[src/rtl/prng_sched_pkg.sv]
// prng_sched_pkg: shared state encoding, seed width and sizing helpers for prng_sched.
package prng_sched_pkg;
  localparam int SEED_W = 80;
  typedef enum logic [1:0] {FETCH = 2'd0, LAUNCH = 2'd1, WAIT = 2'd2, RUN = 2'd3} state_e;
  function automatic int cnt_w(int p);
    return (p < 1) ? 1 : $clog2(p + 1);
  endfunction
  function automatic int idx_w(int n);
    return (n > 1) ? $clog2(n) : 1;
  endfunction
endpackage

[src/rtl/prng_sched_if.sv]
// prng_sched_if: seed source, prng_top and consumer signals of the reseed scheduler.
interface prng_sched_if #(parameter int RND = 128, parameter int NREQ = 2);
  import prng_sched_pkg::*;
  logic              seed_in_valid;
  logic              seed_in_ready;
  logic [SEED_W-1:0] seed_in_data;
  logic              force_reseed;
  logic              prng_start_reseed;
  logic [SEED_W-1:0] prng_seed;
  logic              prng_busy;
  logic              prng_out_valid;
  logic              prng_out_ready;
  logic [RND-1:0]    prng_out_rnd;
  logic [NREQ-1:0]   cons_ready;
  logic [NREQ-1:0]   cons_valid;
  logic [RND-1:0]    cons_rnd;
  logic              seeded;
  modport master (
    input  seed_in_valid, seed_in_data, force_reseed, prng_busy, prng_out_valid, prng_out_rnd, cons_ready,
    output seed_in_ready, prng_start_reseed, prng_seed, prng_out_ready, cons_valid, cons_rnd, seeded
  );
  modport slave (
    output seed_in_valid, seed_in_data, force_reseed, prng_busy, prng_out_valid, prng_out_rnd, cons_ready,
    input  seed_in_ready, prng_start_reseed, prng_seed, prng_out_ready, cons_valid, cons_rnd, seeded
  );
endinterface

[src/rtl/prng_sched_rr_arbiter.sv]
// rr_arbiter: combinational round-robin pick of the first requester at or after ptr.
module rr_arbiter
  import prng_sched_pkg::*;
#(
  parameter int NREQ = 2,
  localparam int PW = idx_w(NREQ)
) (
  input  logic [NREQ-1:0] req,
  input  logic [PW-1:0]   ptr,
  output logic [NREQ-1:0] gnt,
  output logic [PW-1:0]   idx
);
  // Scan from farthest to nearest so the requester closest to ptr wins.
  always_comb begin
    gnt = '0;
    idx = '0;
    for (int k = NREQ - 1; k >= 0; k--)
      if (req[(int'(ptr) + k) % NREQ]) begin
        gnt = NREQ'(1) << ((int'(ptr) + k) % NREQ);
        idx = PW'((int'(ptr) + k) % NREQ);
      end
  end
endmodule

[src/rtl/prng_sched.sv]
// prng_sched: fetches seeds, drives prng_top reseeds, enforces the per-seed word budget
// and shares the random stream round-robin among NREQ consumers.
module prng_sched
  import prng_sched_pkg::*;
#(
  parameter int RND           = 128,
  parameter int NREQ          = 2,
  parameter int RESEED_PERIOD = 1024
) (
  input logic         clk,
  input logic         rst,
  prng_sched_if.master bus
);
  localparam int CW = cnt_w(RESEED_PERIOD);
  localparam int PW = idx_w(NREQ);
  state_e            state_q, state_d;
  logic [SEED_W-1:0] seed_q, seed_d;
  logic [CW-1:0]     cnt_q, cnt_d;
  logic [PW-1:0]     ptr_q, ptr_d;
  logic              seeded_q, seeded_d;
  logic [NREQ-1:0]   req, gnt;
  logic [PW-1:0]     gidx;
  logic              xfer;
  logic              unused_busy;
  assign req = (state_q == RUN && bus.prng_out_valid) ? bus.cons_ready : '0;
  rr_arbiter #(.NREQ(NREQ)) u_arb (.req(req), .ptr(ptr_q), .gnt(gnt), .idx(gidx));
  assign xfer                  = |gnt;
  assign unused_busy           = bus.prng_busy;
  assign bus.cons_valid        = gnt;
  assign bus.prng_out_ready    = xfer;
  assign bus.cons_rnd          = RND'(bus.prng_out_rnd);
  assign bus.seed_in_ready     = state_q == FETCH;
  assign bus.prng_start_reseed = state_q == LAUNCH;
  assign bus.prng_seed         = seed_q;
  assign bus.seeded            = seeded_q;
  always_comb begin
    state_d  = state_q;
    seed_d   = seed_q;
    cnt_d    = cnt_q;
    ptr_d    = ptr_q;
    seeded_d = seeded_q;
    case (state_q)
      FETCH: if (bus.seed_in_valid) begin
        seed_d  = bus.seed_in_data;
        state_d = LAUNCH;
      end
      LAUNCH: begin
        cnt_d   = '0;
        state_d = WAIT;
      end
      WAIT: if (bus.prng_out_valid) begin
        seeded_d = 1'b1;
        state_d  = RUN;
      end
      default: begin
        cnt_d = cnt_q + CW'(xfer);
        ptr_d = xfer ? ((gidx == PW'(NREQ - 1)) ? '0 : gidx + PW'(1)) : ptr_q;
        if ((xfer && cnt_d == CW'(RESEED_PERIOD)) || bus.force_reseed) state_d = FETCH;
      end
    endcase
  end
  always_ff @(posedge clk or posedge rst) begin
    if (rst) begin
      state_q  <= FETCH;
      seed_q   <= '0;
      cnt_q    <= '0;
      ptr_q    <= '0;
      seeded_q <= 1'b0;
    end else begin
      state_q  <= state_d;
      seed_q   <= seed_d;
      cnt_q    <= cnt_d;
      ptr_q    <= ptr_d;
      seeded_q <= seeded_d;
    end
  end
endmodule

[src/flat_wrapper.sv]
// flat-port wrapper written by rule: the top's interface ports become plain ports
module prng_sched_flat import prng_sched_pkg::*;
#(
  parameter int RND           = 128,
  parameter int NREQ          = 2,
  parameter int RESEED_PERIOD = 1024
)
  (clk, rst, bus_seed_in_valid, bus_seed_in_data, bus_force_reseed, bus_prng_busy, bus_prng_out_valid, bus_prng_out_rnd, bus_cons_ready, bus_seed_in_ready, bus_prng_start_reseed, bus_prng_seed, bus_prng_out_ready, bus_cons_valid, bus_cons_rnd, bus_seeded);
  prng_sched_if #(.RND(RND), .NREQ(NREQ)) bus_i ();
  input logic clk;
  input logic rst;
  input wire logic [$bits(bus_i.seed_in_valid)-1:0] bus_seed_in_valid;
  input wire logic [$bits(bus_i.seed_in_data)-1:0] bus_seed_in_data;
  input wire logic [$bits(bus_i.force_reseed)-1:0] bus_force_reseed;
  input wire logic [$bits(bus_i.prng_busy)-1:0] bus_prng_busy;
  input wire logic [$bits(bus_i.prng_out_valid)-1:0] bus_prng_out_valid;
  input wire logic [$bits(bus_i.prng_out_rnd)-1:0] bus_prng_out_rnd;
  input wire logic [$bits(bus_i.cons_ready)-1:0] bus_cons_ready;
  output wire logic [$bits(bus_i.seed_in_ready)-1:0] bus_seed_in_ready;
  output wire logic [$bits(bus_i.prng_start_reseed)-1:0] bus_prng_start_reseed;
  output wire logic [$bits(bus_i.prng_seed)-1:0] bus_prng_seed;
  output wire logic [$bits(bus_i.prng_out_ready)-1:0] bus_prng_out_ready;
  output wire logic [$bits(bus_i.cons_valid)-1:0] bus_cons_valid;
  output wire logic [$bits(bus_i.cons_rnd)-1:0] bus_cons_rnd;
  output wire logic [$bits(bus_i.seeded)-1:0] bus_seeded;
  assign bus_i.seed_in_valid = bus_seed_in_valid;
  assign bus_i.seed_in_data = bus_seed_in_data;
  assign bus_i.force_reseed = bus_force_reseed;
  assign bus_i.prng_busy = bus_prng_busy;
  assign bus_i.prng_out_valid = bus_prng_out_valid;
  assign bus_i.prng_out_rnd = bus_prng_out_rnd;
  assign bus_i.cons_ready = bus_cons_ready;
  assign bus_seed_in_ready = bus_i.seed_in_ready;
  assign bus_prng_start_reseed = bus_i.prng_start_reseed;
  assign bus_prng_seed = bus_i.prng_seed;
  assign bus_prng_out_ready = bus_i.prng_out_ready;
  assign bus_cons_valid = bus_i.cons_valid;
  assign bus_cons_rnd = bus_i.cons_rnd;
  assign bus_seeded = bus_i.seeded;
  prng_sched #(.RND(RND), .NREQ(NREQ), .RESEED_PERIOD(RESEED_PERIOD)) u_core (.clk(clk), .rst(rst), .bus(bus_i));
endmodule
[config.mk]
export PLATFORM = sky130hd
export DESIGN_NAME = prng_sched_flat
export DESIGN_NICKNAME = d
export VERILOG_FILES = /design/src/rtl/prng_sched_pkg.sv /design/src/rtl/prng_sched_if.sv /design/src/rtl/prng_sched_rr_arbiter.sv /design/src/rtl/prng_sched.sv /design/src/flat_wrapper.sv
export SDC_FILE = /design/constraint.sdc
export NUM_CORES = 1
export LEC_CHECK = 0
export BUFFER_PORTS_ARGS = -buffer_cell sky130_fd_sc_hd__buf_2
export CAP_MARGIN = 20
export CORE_AREA = 2 2 166 168
export CTS_CLUSTER_SIZE = 40
export DETAILED_ROUTE_END_ITERATION = 8
export DIE_AREA = 0 0 168 170
export PLACE_DENSITY = 0.48
export SETUP_SLACK_MARGIN = 0.05
export SLEW_MARGIN = 30
export SYNTH_ARGS = -nofsm -noshare
export SYNTH_HDL_FRONTEND = slang
export SYNTH_SLANG_ARGS = --single-unit
[constraint.sdc]
create_clock -name clk -period 3.8 [get_ports clk]
set_input_delay 0.76 -clock clk [delete_from_list [all_inputs] [get_ports clk]]
set_output_delay 0.76 -clock clk [all_outputs]
set_load 0.03 [all_outputs]
[Word level (Yosys, flattened, before mapping)]
Index checks and enable logic that the tools add are counted.
Storage, ports and cells
  input port bits: 216
  flip-flop bits (word level): 95
  output and inout bits: 214
  logic and storage cells: 48
Operators by class
  eq/ne operators: 6
  bitwise logic cells: 2
  order comparisons: 2
  shifts and indexed selects: 2
  reduce and logical (&&, ||, !) cells: 12
  add/sub/neg operators: 3
  multiplexer cells: 16
Operators by type and width (number)
  left shift 1 x 32 -> 2 bit, first input constant: 1
  case mux 11 bit (2 select lines): 1
  2-to-1 mux 2 bit: 6
  adder 11 x 1 -> 11 bit: 1
  == test 11 bit, second input constant: 1
  2-to-1 mux 1 bit: 8
  case mux 2 bit (3 select lines): 1
  AND reduction 2 bit: 3
  == test 2 bit, second input constant: 2
  != test 2 bit, second input constant: 2
  nonzero test 4 bit: 1
  OR reduction 2 bit: 2
  < comparator 2 x 3 -> 1 bit, second input constant: 1
  AND reduction 3 bit: 1
  OR reduction 3 bit: 1
  adder 1 bit, second input constant: 2
  == test 2 x 1 -> 1 bit, second input constant: 1
  logical AND 1 bit: 2
  logical NOT 2 bit: 1
  < comparator 1 x 2 -> 1 bit, second input constant: 1
  left shift 1 x 1 -> 2 bit, first input constant: 1
  AND 1 bit, first input constant: 1
  logical OR 1 bit: 1
  inverter 1 bit: 1

[Depth between registers and ports, before layout]
  depth in word-level cells: 15
  gate-level depth with buffers: 11
  depth with buffers taken out: 11

[Hierarchy]
A second synthesis with hierarchy kept.
Second synthesis, totals
  cells, all modules: 423
  area total of the unflattened synthesis: 4974.8 um^2
Modules (own cells, without submodules)
  prng_sched: area an instance 4948.5 um^2, cells each 419, times used 1, sequential area each 2377.3 um^2
  rr_arbiter: area an instance 26.3 um^2, cells each 4, times used 1, sequential area each 0.0 um^2

[Worst setup path before layout]
OpenSTA, ideal clock, no wires.
  kind: input-to-reg
  from: in bus_prng_out_valid
  to: reg u_core.state_q[0]
  path slack: 908 ps
  cell stages on the path: 10
  arrival: 2766 ps
  buffers on the path: 0
  library setup time: 126 ps
  data required time: 3674 ps
  path through: and2_1 -> o21a_1 -> ha_1 -> ha_1 -> nand2_2 -> nor3_1 -> nand2_1 -> o21ai_1 -> nand3_1 -> a221o_1
Between the ends
  word-level cells in the longest chain between the ends: 14
  elaborated cells between the ends (all ways): 17
Ends and longest elaborated chain
  from (decl): RTL line flat_wrapper.sv:16  | input wire logic [$bits(bus_i.prng_out_valid)-1:0] bus_prng_out_valid;
  logical AND 1 bit *: RTL line prng_sched.sv:25  | assign req = (state_q == RUN && bus.prng_out_valid) ? bus.cons_ready : '0;
  2-to-1 mux 2 bit *: RTL line prng_sched.sv:25
  2-to-1 mux 1 bit (not written as such) (3 in series): RTL line prng_sched_rr_arbiter.sv:18  | if (req[(int'(ptr) + k) % NREQ]) begin
  2-to-1 mux 2 bit: RTL line prng_sched_rr_arbiter.sv:18
  2-to-1 mux 2 bit *: RTL line prng_sched_rr_arbiter.sv:18
  OR reduction 2 bit *: RTL line prng_sched.sv:27  | assign xfer = |gnt;
  named net bus_prng_out_ready: RTL line flat_wrapper.sv:22  | output wire logic [$bits(bus_i.prng_out_ready)-1:0] bus_prng_out_ready;
  adder 11 x 1 -> 11 bit: RTL line prng_sched.sv:56  | cnt_d = cnt_q + CW'(xfer);
  == test 11 bit: RTL line prng_sched.sv:58  | if ((xfer && cnt_d == CW'(RESEED_PERIOD)) || bus.force_reseed) state_d = FETCH;
  logical AND 1 bit *: RTL line prng_sched.sv:58
  logical OR 1 bit *: RTL line prng_sched.sv:58
  nonzero test 4 bit (no source line) *
  AND reduction 3 bit (no source line) *
  to (signal assigned): RTL line prng_sched.sv:70  | state_q <= state_d;
  to (decl): RTL line prng_sched.sv:16  | state_e state_q, state_d;
Mark *: on every way through the listed nets, which the timed path passes. The rest lies on a longest branch. The select of a mux whose other input is x is not followed.
A chain may end at the register's enable or synchronous reset.

[Final worst setup path]
  from: reg u_core.state_q[1]
  to: reg u_core.state_q[0]
Between the ends
  word-level cells in the longest chain between the ends: 15
  elaborated cells between the ends (all ways): 23
Ends and longest elaborated chain (RTL line)
  == test 2 bit: prng_sched.sv:25
  logical AND 1 bit: prng_sched.sv:25
  2-to-1 mux 2 bit: prng_sched.sv:25
  2-to-1 mux 1 bit (not written as such) (3 in series): prng_sched_rr_arbiter.sv:18
  2-to-1 mux 2 bit (2 in series): prng_sched_rr_arbiter.sv:18
  OR reduction 2 bit: prng_sched.sv:27
  adder 11 x 1 -> 11 bit: prng_sched.sv:56
  == test 11 bit: prng_sched.sv:58
  logical AND 1 bit: prng_sched.sv:58
  logical OR 1 bit: prng_sched.sv:58
  nonzero test 4 bit (no source line)
  AND reduction 3 bit (no source line)
Several ways; a longest one is shown, not always the timed one. The select of a mux whose other input is x is not followed.

==> run summary <==
Leading area contributor after synthesis - sky130_fd_sc_hd__dfrtp_1
Die Span X - 168 um
Antenna violations before repair - 1
Endpoint type of the worst setup path - flop
Drt via density - 3.73
Post-Syn Instances - 417
Longest individual stage delay on the worst path - 440 ps
Combinational group share of total power - 47.3%
H-tree lvl count - 3
Yosys warning total - 0
Root buffer cell - sky130_fd_sc_hd__clkbuf_16
Count of distinct cell types in the synthesized netlist - 42
GRT Resource Usage Total - 7.67%
P_int - 3.00 mW
HPWL Detailed - 8250 um
Total power density per cell area - 933 nW/um^2
Sequential power share - 33.0%
Share of synthesized area occupied by flip-flops and latches - 48.2%
Area growth, synth to finish - 13.4%
Worst slew margin - 57.0%
Endpoint arrival time on the critical path - 3110 ps
Num CTS Buffers - 9
Clock transition at the register clock pins on the worst setup and hold paths after CTS - 70 ps
Count of cells resized by post-cts repair - 0
Commonest non-fill, non-tap cells in the layout - sky130_fd_sc_hd__buf_2, sky130_fd_sc_hd__dfrtp_1, sky130_fd_sc_hd__mux2_2
Die footprint - 28600 um^2
Post-CTS repair timing setup buffer count - 0
Share of post-route cells with drive strength above 1 - 59.3%
Via count of the first global-routing pass - 3008
Pin count of the biggest net entering global routing - 51
Net Sw Power - 2.22 mW
Leakage - 2.61 nW
Clock latency reported for the late side of the worst-skew pair - 350 ps
Summed instance area of the synthesized netlist - 4930 um^2
Number of slew-limit violations in the final report - 0
Commonest non-fill, non-tap cell in the layout - sky130_fd_sc_hd__buf_2
Largest clock skew in the final design - 6.57 ps
Height of the die - 170 um
Total congestion overflow - 0
Proportion of power drawn by the clock network - 19.7%
Number of sinks on the clock net - 95
Count of input and output buffers - 172
Startpoint Class - flop
Wire length of the first global-routing pass - 16600 um
Synthesized net count - 640
Kind of path behind the tightest hold check - in -> async
Maximum fanout along the worst path - 6
Starting DRT DRC Count - 115
Number of synthesized register bits - 95
Final ANT Viol Nets - 0
Cells traversed along the worst timing path - ha_1 > and2_1 > o21a_1 > ha_1 > ha_1 > nand2_2 > nor3_1 > nand2_1 > o21ai_1 > nand3_1 > a221o_1
Post-route fraction of the period consumed by the critical path - 75.7%
Cell types occupying the most area after synthesis - sky130_fd_sc_hd__dfrtp_1, sky130_fd_sc_hd__buf_4, sky130_fd_sc_hd__mux2_2
Final-report hold violation count - 0
Cell with the largest stage delay on the worst path - sky130_fd_sc_hd__dfrtp_1
Number of placement rows - 60
Switching share of power - 42.6%
Drt wl/cell - 13.9 um
Buffer levels on the longest clock path - 2
Tmin final - 2880 ps
Register-to-register path setup slack - 920 ps
Via count - 3010
Clock tree from TritonCTS - yes
Antenna diodes - 0
VDD IR max - 0.000283 V
Routability congestion estimate - 0.697
Max capacitance violation total - 0
Total power draw - 5.22 mW
Area share of the largest cell type after synthesis - 48.2%
Unrepaired setup endpoints after global routing - no
Critical Path Most Common Cell - sky130_fd_sc_hd__ha_1
Run status - finished, final reports clean
Upper clock frequency limit - 0.348 GHz
Data required time of the critical path - 4030 ps
Final setup violation count - 0
Total wire length - 11200 um
Remaining routing DRC violations - 0
Ports - 430
Placeable Area - 26700 um^2
Start-to-end type of the worst setup path - reg -> reg
Setup_tns - 0 ps
Synth Area per Inst - 11.8 um^2
CTS hold repair buffers - 0
Number of nets in the layout - 685
DR pass1 iterations - 4
Slew @ Worst Pin - 645 ps
Effective utilization at floorplan - 18.5%
critical path, delay by kind of cell, from the launching register on:
kind	cells	cell delay [ps]
AO/OA/AOI/OAI	3	700
flip-flops	1	440
adder cells (fa/ha/maj)	3	700
AND/OR/NAND/NOR	5	930
cell families after synthesis:
kind of cell / Yosys count / share of synthesized area [%]
xor+xnor: 7 / 1.24
mux: 81 / 18.5
simple gates: 51 / 5.66
flops: 95 / 48.2
compound gates: 29 / 3.68
fa+ha+maj: 7 / 1.78
buf+inv: 147 / 21.0
path summary, 6_finish.rpt:
check / start / end / cells after the start
min in group clk: u_core.bus.prng_seed[30]$_DFFE_PP0P_ / u_core.bus.prng_seed[30]$_DFFE_PP0P_ / 1
max: u_core.state_q[1]$_DFFE_PP0P_ / u_core.state_q[0]$_DFFE_PP0P_ / 11
max in group asynchronous: rst / u_core.bus.prng_seed[60]$_DFFE_PP0P_ / 3
min reg2reg: u_core.bus.prng_seed[30]$_DFFE_PP0P_ / u_core.bus.prng_seed[30]$_DFFE_PP0P_ / 1
max reg2reg: u_core.state_q[1]$_DFFE_PP0P_ / u_core.state_q[0]$_DFFE_PP0P_ / 11
min: rst / u_core.bus.prng_seed[23]$_DFFE_PP0P_ / 2
registers in the layout, indices dropped and copies added, names as in the netlist:
name                  cells
u_core.bus.prng_seed     80
u_core.state_q            2
u_core.ptr_q              1
u_core.bus.seeded         1
u_core.cnt_q             11
per-stage QoR:
step                setup WS (ps)  cells  area [um^2]  hold WS, ps  utilization (%)
finish                        923    808         5590          499             21.0
global route                  680    808         5590          515             21.0
CTS                           928    808         5590          504             21.0
detailed placement            685    792         5260          487             19.7
global placement              711    792         5260          481             19.7
floorplan                     563    417         4930          454                -
cells in the mapped netlist:
| cell type | instances |
|---|---|
| sky130_fd_sc_hd__o41ai_1 | 1 |
| sky130_fd_sc_hd__inv_1 | 7 |
| sky130_fd_sc_hd__and3_1 | 2 |
| sky130_fd_sc_hd__buf_4 | 128 |
| sky130_fd_sc_hd__nor3_1 | 3 |
| sky130_fd_sc_hd__nor3b_1 | 2 |
| sky130_fd_sc_hd__o21ai_0 | 12 |
| sky130_fd_sc_hd__nand2_2 | 1 |
| sky130_fd_sc_hd__or3_1 | 2 |
| sky130_fd_sc_hd__a2bb2oi_1 | 1 |
| sky130_fd_sc_hd__nor2_1 | 8 |
| sky130_fd_sc_hd__nor2b_1 | 1 |
| sky130_fd_sc_hd__xnor2_1 | 3 |
| sky130_fd_sc_hd__a31oi_1 | 1 |
| sky130_fd_sc_hd__nor3_4 | 1 |
| sky130_fd_sc_hd__dfrtp_1 | 95 |
| sky130_fd_sc_hd__nand4_1 | 3 |
| sky130_fd_sc_hd__xor2_1 | 4 |
| sky130_fd_sc_hd__a221o_1 | 1 |
| sky130_fd_sc_hd__o21a_1 | 1 |
| sky130_fd_sc_hd__nor4_1 | 1 |
| sky130_fd_sc_hd__buf_1 | 7 |
| sky130_fd_sc_hd__a21oi_1 | 3 |
| sky130_fd_sc_hd__mux2i_1 | 1 |
| sky130_fd_sc_hd__a21boi_0 | 1 |
| sky130_fd_sc_hd__clkbuf_1 | 4 |
| sky130_fd_sc_hd__nand2b_1 | 4 |
| sky130_fd_sc_hd__o22ai_1 | 1 |
| sky130_fd_sc_hd__nor2_2 | 1 |
| sky130_fd_sc_hd__nor3_2 | 1 |
| sky130_fd_sc_hd__nand2_1 | 16 |
| sky130_fd_sc_hd__mux2_2 | 80 |
| sky130_fd_sc_hd__buf_2 | 1 |
| sky130_fd_sc_hd__o21ai_1 | 1 |
| sky130_fd_sc_hd__o31ai_1 | 3 |
| sky130_fd_sc_hd__a21o_1 | 1 |
| sky130_fd_sc_hd__nand3_4 | 1 |
| sky130_fd_sc_hd__nand3_1 | 3 |
| sky130_fd_sc_hd__o211ai_1 | 1 |
| sky130_fd_sc_hd__a31o_2 | 1 |
| sky130_fd_sc_hd__ha_1 | 7 |
| sky130_fd_sc_hd__and2_1 | 1 |
layer usage:
layer,global-route usage (%),part of all wire (%)
met5,0,0.14
met1,7.96,37
met4,4.76,4.6
met3,4.26,11
met2,12.1,47
power groups by stage:
stage	Clock, mW	Sequential (mW)	Combinational (mW)
6_report	1.03	1.72	2.47
5_1_grt	1.13	1.79	2.64
4_1_cts	1.08	1.73	2.52
3_5_place_dp	0	1.75	2.52
3_3_place_gp	0	1.73	2.51
2_1_floorplan	0	2.62	1.14
area by class of cell:
class / count / area [um^2]
tap: 341 / 427
clock inverter: 5 / 88.8
sequential: 95 / 2380
fill: 2895 / 21100
timing repair buffer: 174 / 901
inverter: 7 / 28.8
multi-input combinational: 175 / 1530
clock buffer: 11 / 243
(Power assumes the default switching activity.)
